## src/rtl/packetizer.sv

```systemverilog
// -----------------------------------------------------------------------------
// packetizer
//
// Wraps a stream of payload words from a core into NoC packets for a mesh
// router. Each packet starts with a header flit that carries the destination
// and source router coordinates. Up to MAX_BODY payload words follow the
// header. A message longer than MAX_BODY words is split across several
// packets. Every packet after the first reuses the destination latched at
// the start of the message.
//
// Ports
//   clk        : single clock, rising-edge active
//   rst_n      : synchronous active-low reset
//   s_tdata    : payload word from the core
//   s_tvalid   : payload word valid
//   s_tready   : packetizer accepts the payload word
//   s_tlast    : last payload word of the message
//   dest_x     : destination column, valid with the first word of a message
//   dest_y     : destination row, valid with the first word of a message
//   m_tdata    : flit to the router input queue
//   m_tvalid   : flit valid
//   m_tlast    : last flit of the current packet
//   m_tready   : router queue ready
//   busy       : packetizer is inside a packet (not IDLE)
// -----------------------------------------------------------------------------
module packetizer #(
    parameter int DATA_WIDTH              = 32,
    parameter int MAX_ROUTERS_X           = 4,
    parameter int MAX_ROUTERS_Y           = 4,
    parameter int ROUTER_X                = 0,
    parameter int ROUTER_Y                = 0,
    parameter int MAXIMUM_PACKAGES_NUMBER = 5,
    parameter int MAX_ROUTERS_X_WIDTH     = $clog2(MAX_ROUTERS_X),
    parameter int MAX_ROUTERS_Y_WIDTH     = $clog2(MAX_ROUTERS_Y)
) (
    input  logic                           clk,
    input  logic                           rst_n,
    input  logic [DATA_WIDTH-1:0]          s_tdata,
    input  logic                           s_tvalid,
    output logic                           s_tready,
    input  logic                           s_tlast,
    input  logic [MAX_ROUTERS_X_WIDTH-1:0] dest_x,
    input  logic [MAX_ROUTERS_Y_WIDTH-1:0] dest_y,
    output logic [DATA_WIDTH-1:0]          m_tdata,
    output logic                           m_tvalid,
    output logic                           m_tlast,
    input  logic                           m_tready,
    output logic                           busy
);

    localparam int XW       = MAX_ROUTERS_X_WIDTH;
    localparam int YW       = MAX_ROUTERS_Y_WIDTH;
    // A packet always has room for at least one body word.
    localparam int MAX_BODY = (MAXIMUM_PACKAGES_NUMBER > 1) ? (MAXIMUM_PACKAGES_NUMBER - 1) : 1;
    localparam int CNT_W    = (MAX_BODY > 1) ? $clog2(MAX_BODY) : 1;

    localparam logic [CNT_W-1:0] CNT_LAST = CNT_W'(MAX_BODY - 1);
    localparam logic [CNT_W-1:0] CNT_ZERO = {CNT_W{1'b0}};
    localparam logic [CNT_W-1:0] CNT_ONE  = CNT_W'(1);
    localparam logic [XW-1:0]    SRC_X    = XW'(ROUTER_X);
    localparam logic [YW-1:0]    SRC_Y    = YW'(ROUTER_Y);

    localparam logic [1:0] ST_IDLE   = 2'd0;
    localparam logic [1:0] ST_HEADER = 2'd1;
    localparam logic [1:0] ST_BODY   = 2'd2;

    // The header packs dest_x, dest_y, src_x and src_y, starting at bit 0.
    // All higher bits are zero.
    function automatic logic [DATA_WIDTH-1:0] build_header(
        input logic [XW-1:0] dx,
        input logic [YW-1:0] dy
    );
        logic [DATA_WIDTH-1:0] hdr;
        hdr                            = {DATA_WIDTH{1'b0}};
        hdr[XW-1:0]                    = dx;
        hdr[XW+YW-1:XW]                = dy;
        hdr[2*XW+YW-1:XW+YW]           = SRC_X;
        hdr[2*XW+2*YW-1:2*XW+YW]       = SRC_Y;
        return hdr;
    endfunction

    logic [1:0]            state_r;
    logic [1:0]            state_nxt_s;
    logic [CNT_W-1:0]      cnt_r;
    logic [CNT_W-1:0]      cnt_nxt_s;
    logic [XW-1:0]         dest_x_r;
    logic [XW-1:0]         dest_x_nxt_s;
    logic [YW-1:0]         dest_y_r;
    logic [YW-1:0]         dest_y_nxt_s;
    logic [DATA_WIDTH-1:0] header_s;
    logic                  beat_s;
    logic                  cnt_at_last_s;

    assign header_s      = build_header(dest_x_r, dest_y_r);
    assign beat_s        = s_tvalid & m_tready;
    assign cnt_at_last_s = (cnt_r == CNT_LAST);

    // Next-state, body counter and destination latch.
    always_comb begin
        state_nxt_s  = state_r;
        cnt_nxt_s    = cnt_r;
        dest_x_nxt_s = dest_x_r;
        dest_y_nxt_s = dest_y_r;
        case (state_r)
            ST_IDLE: begin
                // The first word only opens the message. It stays on s_tdata
                // until the header has been sent.
                if (s_tvalid) begin
                    state_nxt_s  = ST_HEADER;
                    dest_x_nxt_s = dest_x;
                    dest_y_nxt_s = dest_y;
                    cnt_nxt_s    = CNT_ZERO;
                end else begin
                    state_nxt_s  = ST_IDLE;
                end
            end
            ST_HEADER: begin
                if (m_tready) begin
                    state_nxt_s = ST_BODY;
                    cnt_nxt_s   = CNT_ZERO;
                end else begin
                    state_nxt_s = ST_HEADER;
                end
            end
            ST_BODY: begin
                if (beat_s) begin
                    if (s_tlast) begin
                        state_nxt_s = ST_IDLE;
                        cnt_nxt_s   = CNT_ZERO;
                    end else if (cnt_at_last_s) begin
                        // The packet is full. The message continues behind a
                        // fresh header that uses the same latched destination.
                        state_nxt_s = ST_HEADER;
                        cnt_nxt_s   = CNT_ZERO;
                    end else begin
                        state_nxt_s = ST_BODY;
                        cnt_nxt_s   = cnt_r + CNT_ONE;
                    end
                end else begin
                    state_nxt_s = ST_BODY;
                end
            end
            default: begin
                state_nxt_s  = ST_IDLE;
                cnt_nxt_s    = CNT_ZERO;
                dest_x_nxt_s = {XW{1'b0}};
                dest_y_nxt_s = {YW{1'b0}};
            end
        endcase
    end

    // State registers with synchronous active-low reset.
    always_ff @(posedge clk) begin
        if (!rst_n) begin
            state_r  <= ST_IDLE;
            cnt_r    <= CNT_ZERO;
            dest_x_r <= {XW{1'b0}};
            dest_y_r <= {YW{1'b0}};
        end else begin
            state_r  <= state_nxt_s;
            cnt_r    <= cnt_nxt_s;
            dest_x_r <= dest_x_nxt_s;
            dest_y_r <= dest_y_nxt_s;
        end
    end

    // Output decode. The body is a zero-latency pass-through, so the flit
    // outputs depend on the live handshake inputs while in BODY.
    always_comb begin
        m_tdata  = {DATA_WIDTH{1'b0}};
        m_tvalid = 1'b0;
        m_tlast  = 1'b0;
        s_tready = 1'b0;
        case (state_r)
            ST_IDLE: begin
                m_tdata  = {DATA_WIDTH{1'b0}};
                m_tvalid = 1'b0;
                m_tlast  = 1'b0;
                s_tready = 1'b0;
            end
            ST_HEADER: begin
                m_tdata  = header_s;
                m_tvalid = 1'b1;
                m_tlast  = 1'b0;
                s_tready = 1'b0;
            end
            ST_BODY: begin
                m_tdata  = s_tdata;
                m_tvalid = s_tvalid;
                m_tlast  = s_tlast | cnt_at_last_s;
                s_tready = m_tready;
            end
            default: begin
                m_tdata  = {DATA_WIDTH{1'b0}};
                m_tvalid = 1'b0;
                m_tlast  = 1'b0;
                s_tready = 1'b0;
            end
        endcase
    end

    assign busy = (state_r != ST_IDLE);

endmodule

```

## config.mk

```make
export PLATFORM = sky130hd
export DESIGN_NAME = packetizer
export DESIGN_NICKNAME = d
export VERILOG_FILES = /design/src/rtl/packetizer.sv
export SDC_FILE = /design/constraint.sdc
export NUM_CORES = 1
export LEC_CHECK = 0
export ABC_CLOCK_PERIOD_IN_PS = 1500
export BUFFER_PORTS_ARGS = -buffer_cell sky130_fd_sc_hd__buf_2
export CAP_MARGIN = 25
export CORE_AREA = 4 4 52 54
export CTS_CLUSTER_DIAMETER = 200
export CTS_CLUSTER_SIZE = 12
export DETAILED_ROUTE_END_ITERATION = 8
export DIE_AREA = 0 0 56 58
export PLACE_DENSITY = 0.75
export SLEW_MARGIN = 10
export SYNTH_ARGS = -nofsm -noshare
export SYNTH_HDL_FRONTEND = slang
export SYNTH_SLANG_ARGS = --single-unit
```

## constraint.sdc

```tcl
create_clock -name clk -period 1.5 [get_ports clk]
set_input_delay 0.15 -clock clk [delete_from_list [all_inputs] [get_ports clk]]
set_output_delay 0.15 -clock clk [all_outputs]
set_load 0.1 [all_outputs]
```

==> results.py <==
metrics = {
    "die": {
        "die_w_um": 56,
        "coreArea_um2": 2210,
        "die_y_um": 58,
        "rows": 17,
        "die-area_um2": 3250,
        "start_util_pct": 32.7,
        "io_pins": 77,
    },
    "pwr": {
        "power_switching_uw": 462,
        "clock_power_share_pct": 16.3,
        "power_uw": 1040,
        "power_frac_seq_pct": 22.9,
        "share_comb_of_total_power_pct": 60.8,
        "irDropWorstVdd_mv": 0.543,
        "power_switching_share_pct": 44.4,
        "p_int_uw": 579,
        "power_density_nw_per_um2": 542,
        "leakagePower_uw": 0.000844,
    },
    "routing": {
        "wl_met2_mm": 2.33,
        "dr_total_vias": 1053,
        "met1_length_mm": 1.24,
        "top_layer": "met4",
        "drt_wl_total_mm": 3.88,
        "first_iter_violations": 27,
        "drt-pass1-iter-count": 4,
        "drc": 0,
        "antenna_left": 0,
        "routedWlPerCell_um": 19.2,
        "routed_via_density": 5.21,
        "wl_met3_um": 289,
    },
    "run": {
        "cap_viol_max_count": 0,
    },
    "synth": {
        "yosysWarnings": 0,
        "synth_top_area_share_pct": 25.1,
        "syn_area_um2": 723,
        "yosysSeqAreaShare_pct": 22.1,
        "avgSynthCellArea_um2": 7.69,
        "yosysTopAreaCell": "and2_1",
        "synthTopCellsByArea": "and2_1, dfxtp_1, ha_1",
        "syn_inst": 94,
        "synth_nets": 140,
        "synthDistinctLibCells": 23,
        "ys_ff_latch": 8,
    },
    "sta": {
        "tightest_slew_ps": 254,
        "fmax_ghz": 0.617,
        "slew_violations": 0,
        "rsz0062_at_grt": "true",
        "max_slew_margin_pct": 83.0,
        "fin_setup_tns_ps": -1560,
        "period_share_pct": 108,
        "hold_viol_final": 0,
        "skew_ps": 8.19,
        "holdWs_ps": 133,
        "setup_violations": 35,
        "fin_ws_ps": -122,
        "fin_crit_ps": 1620,
    },
    "clock_network": {
        "root_buffer": "clkbuf_4",
        "holdBufCountCts": 0,
        "cts-buffers-inserted": 3,
        "cts.sinks": 8,
        "cts_tree": "done",
        "insertion_delay_ps": 270,
        "htree_levels": 1,
        "clk_pin_slew_ps": 60,
        "cts_buffer_depth": 2,
    },
    "min_path": {
        "hold_start": "dest_x[1]",
        "holdPathEnd": "dest_x_r[1]$_SDFFE_PN0P_",
        "whs_path_depth": 3,
        "hold_class": "in -> reg",
    },
    "cells_and_area": {
        "final_cells": 202,
        "fin_nets": 222,
        "drive_gt1_share_pct": 78.2,
        "n_antenna_cell": 0,
        "synthToLayoutAreaGrowth_pct": 166,
        "nFillCells": 106,
    },
    "global_routing": {
        "grt_pass1_vias": 1196,
        "grt_overflow": 0,
        "grt_use_total_pct": 23.5,
        "grt_pass1_wl_mm": 5.88,
        "antenna_found_initial": 0,
        "grt_max_degree": 23,
    },
    "place": {
        "gp_congestion": 0.784,
        "dp.cells": 196,
        "port_buffers": 76,
        "dpl.hpwl_mm": 2.57,
    },
    "outcome": {
        "status": "finished, violations left",
        "violations": "setup timing",
    },
    "critical_path": {
        "r2r_start": "state_r[1]$_SDFF_PN0_",
        "start_kind": "flip-flop",
        "r2r_end": "dest_y_r[0]$_SDFFE_PN0P_",
        "path_max_fanout": 7,
        "cp.required_ps": 1350,
        "ff2ff_path_depth": 6,
        "end_kind": "primary output",
        "r2r_setup_slack_ps": 50,
        "crit_arrival_ps": 1470,
        "path_class": "reg -> out",
    },
}
layout by cell type, fill, tap and decap left out:
cell type and instances:
o21a_4 1, a22oi_1 2, dfxtp_1 6, and2_4 24, a21boi_1 3, inv_1 2, ha_1 2, buf_12 37
nand4_1 1, ha_4 3, o21ai_0 4, nor2b_4 6, nor2_1 4, o22ai_2 1, buf_2 41, clkbuf_4 3
buf_4 2, nand2_1 6, o211ai_1 1, dfxtp_4 2, mux2i_1 2, a21oi_2 1, and3b_2 1, inv_2 1
and2_2 5, a21oi_1 1, inv_4 1, nand2b_1 1, nand3_1 2, a21boi_2 1, nor2b_1 1, a22oi_2 4
buf_6 2
power groups by stage:
| stage | combinational (µW) | clock, µW | sequential (µW) |
|---|---|---|---|
| floorplan | 334 | 0 | 234 |
| global placement | 538 | 0 | 235 |
| detailed placement | 551 | 0 | 237 |
| CTS | 613 | 174 | 237 |
| global route | 654 | 187 | 239 |
| finish | 632 | 170 | 238 |
cells in the mapped netlist, drive strengths merged:
cell,n
nor2,4
nor2b,7
ha,5
nand4,1
and3b,1
inv,4
o211ai,1
nand3,2
buf,4
o21a,1
nand2,6
mux2i,2
a22oi,6
o22ai,1
dfxtp,8
nand2b,1
o21ai,4
and2,29
a21oi,2
a21boi,4
clkbuf,1
critical path, cell delays in order (launching register included):
cell,delay [ps]
dfxtp_4,380
inv_4,50
ha_4,180
buf_6,140
a22oi_2,190
nor2b_4,80
buf_12,170
state kept, by name (all words and copies together) (netlist names):
| signal | flops |
|---|---|
| cnt_r | 2 |
| dest_x_r | 2 |
| dest_y_r | 2 |
| state_r | 2 |
worst max path at each step:
| stage | slack [ps] | endpoint | start | depth (start not counted) |
|---|---|---|---|---|
| finish | -120 | m_tdata[0] | state_r[0]$_SDFF_PN0_ | 6 |
| global route | -180 | m_tdata[0] | state_r[0]$_SDFF_PN0_ | 6 |
| CTS | -60 | m_tdata[3] | state_r[0]$_SDFF_PN0_ | 6 |
| detailed placement | 60 | m_tdata[1] | state_r[0]$_SDFF_PN0_ | 4 |
| global placement | 140 | m_tvalid | state_r[0]$_SDFF_PN0_ | 4 |
| floorplan | -260 | m_tdata[0] | state_r[0]$_SDFF_PN0_ | 3 |
timing repair:
item,CTS,global route
setup buffers,2,0
pin swaps,7,3
endpoints found under the setup margin,35,38
gates resized for setup,39,5
gates cloned,1,0
cell type report:
| class | instances | area [µm²] | share of cell area (%) |
|---|---|---|---|
| sequential | 8 | 168 | 8.73 |
| timing repair buffer | 82 | 983 | 51.2 |
| tap | 28 | 35.0 | 1.82 |
| multi-input combinational | 77 | 694 | 36.2 |
| inverter | 4 | 17.5 | 0.912 |
| clock buffer | 3 | 22.5 | 1.17 |
logic make-up after synthesis:
family / after synthesis / share of synthesized area, %
flops: 8 / 22.1
simple gates: 51 / 41.9
fa+ha+maj: 5 / 8.65
mux: 2 / 2.77
compound gates: 19 / 18.3
buf+inv: 9 / 6.23
per-layer routing:
layer  track usage [%]  up-vias
li1                  -      474
met4              7.46        0
met5                 0        -
met2              49.4       57
met1              21.3      518
met3              6.46        4
stage by stage:
stage	utilization, %	setup slack (ps)	area, µm²
final	86.8	-122	1920
after global routing	86.8	-181	1920
after CTS	86.4	-58.5	1910
after detailed placement	78.6	60.2	1740
after global placement	78.6	137	1740
after floorplan	-	-258	791
Power figures use the tool's default switching activity.
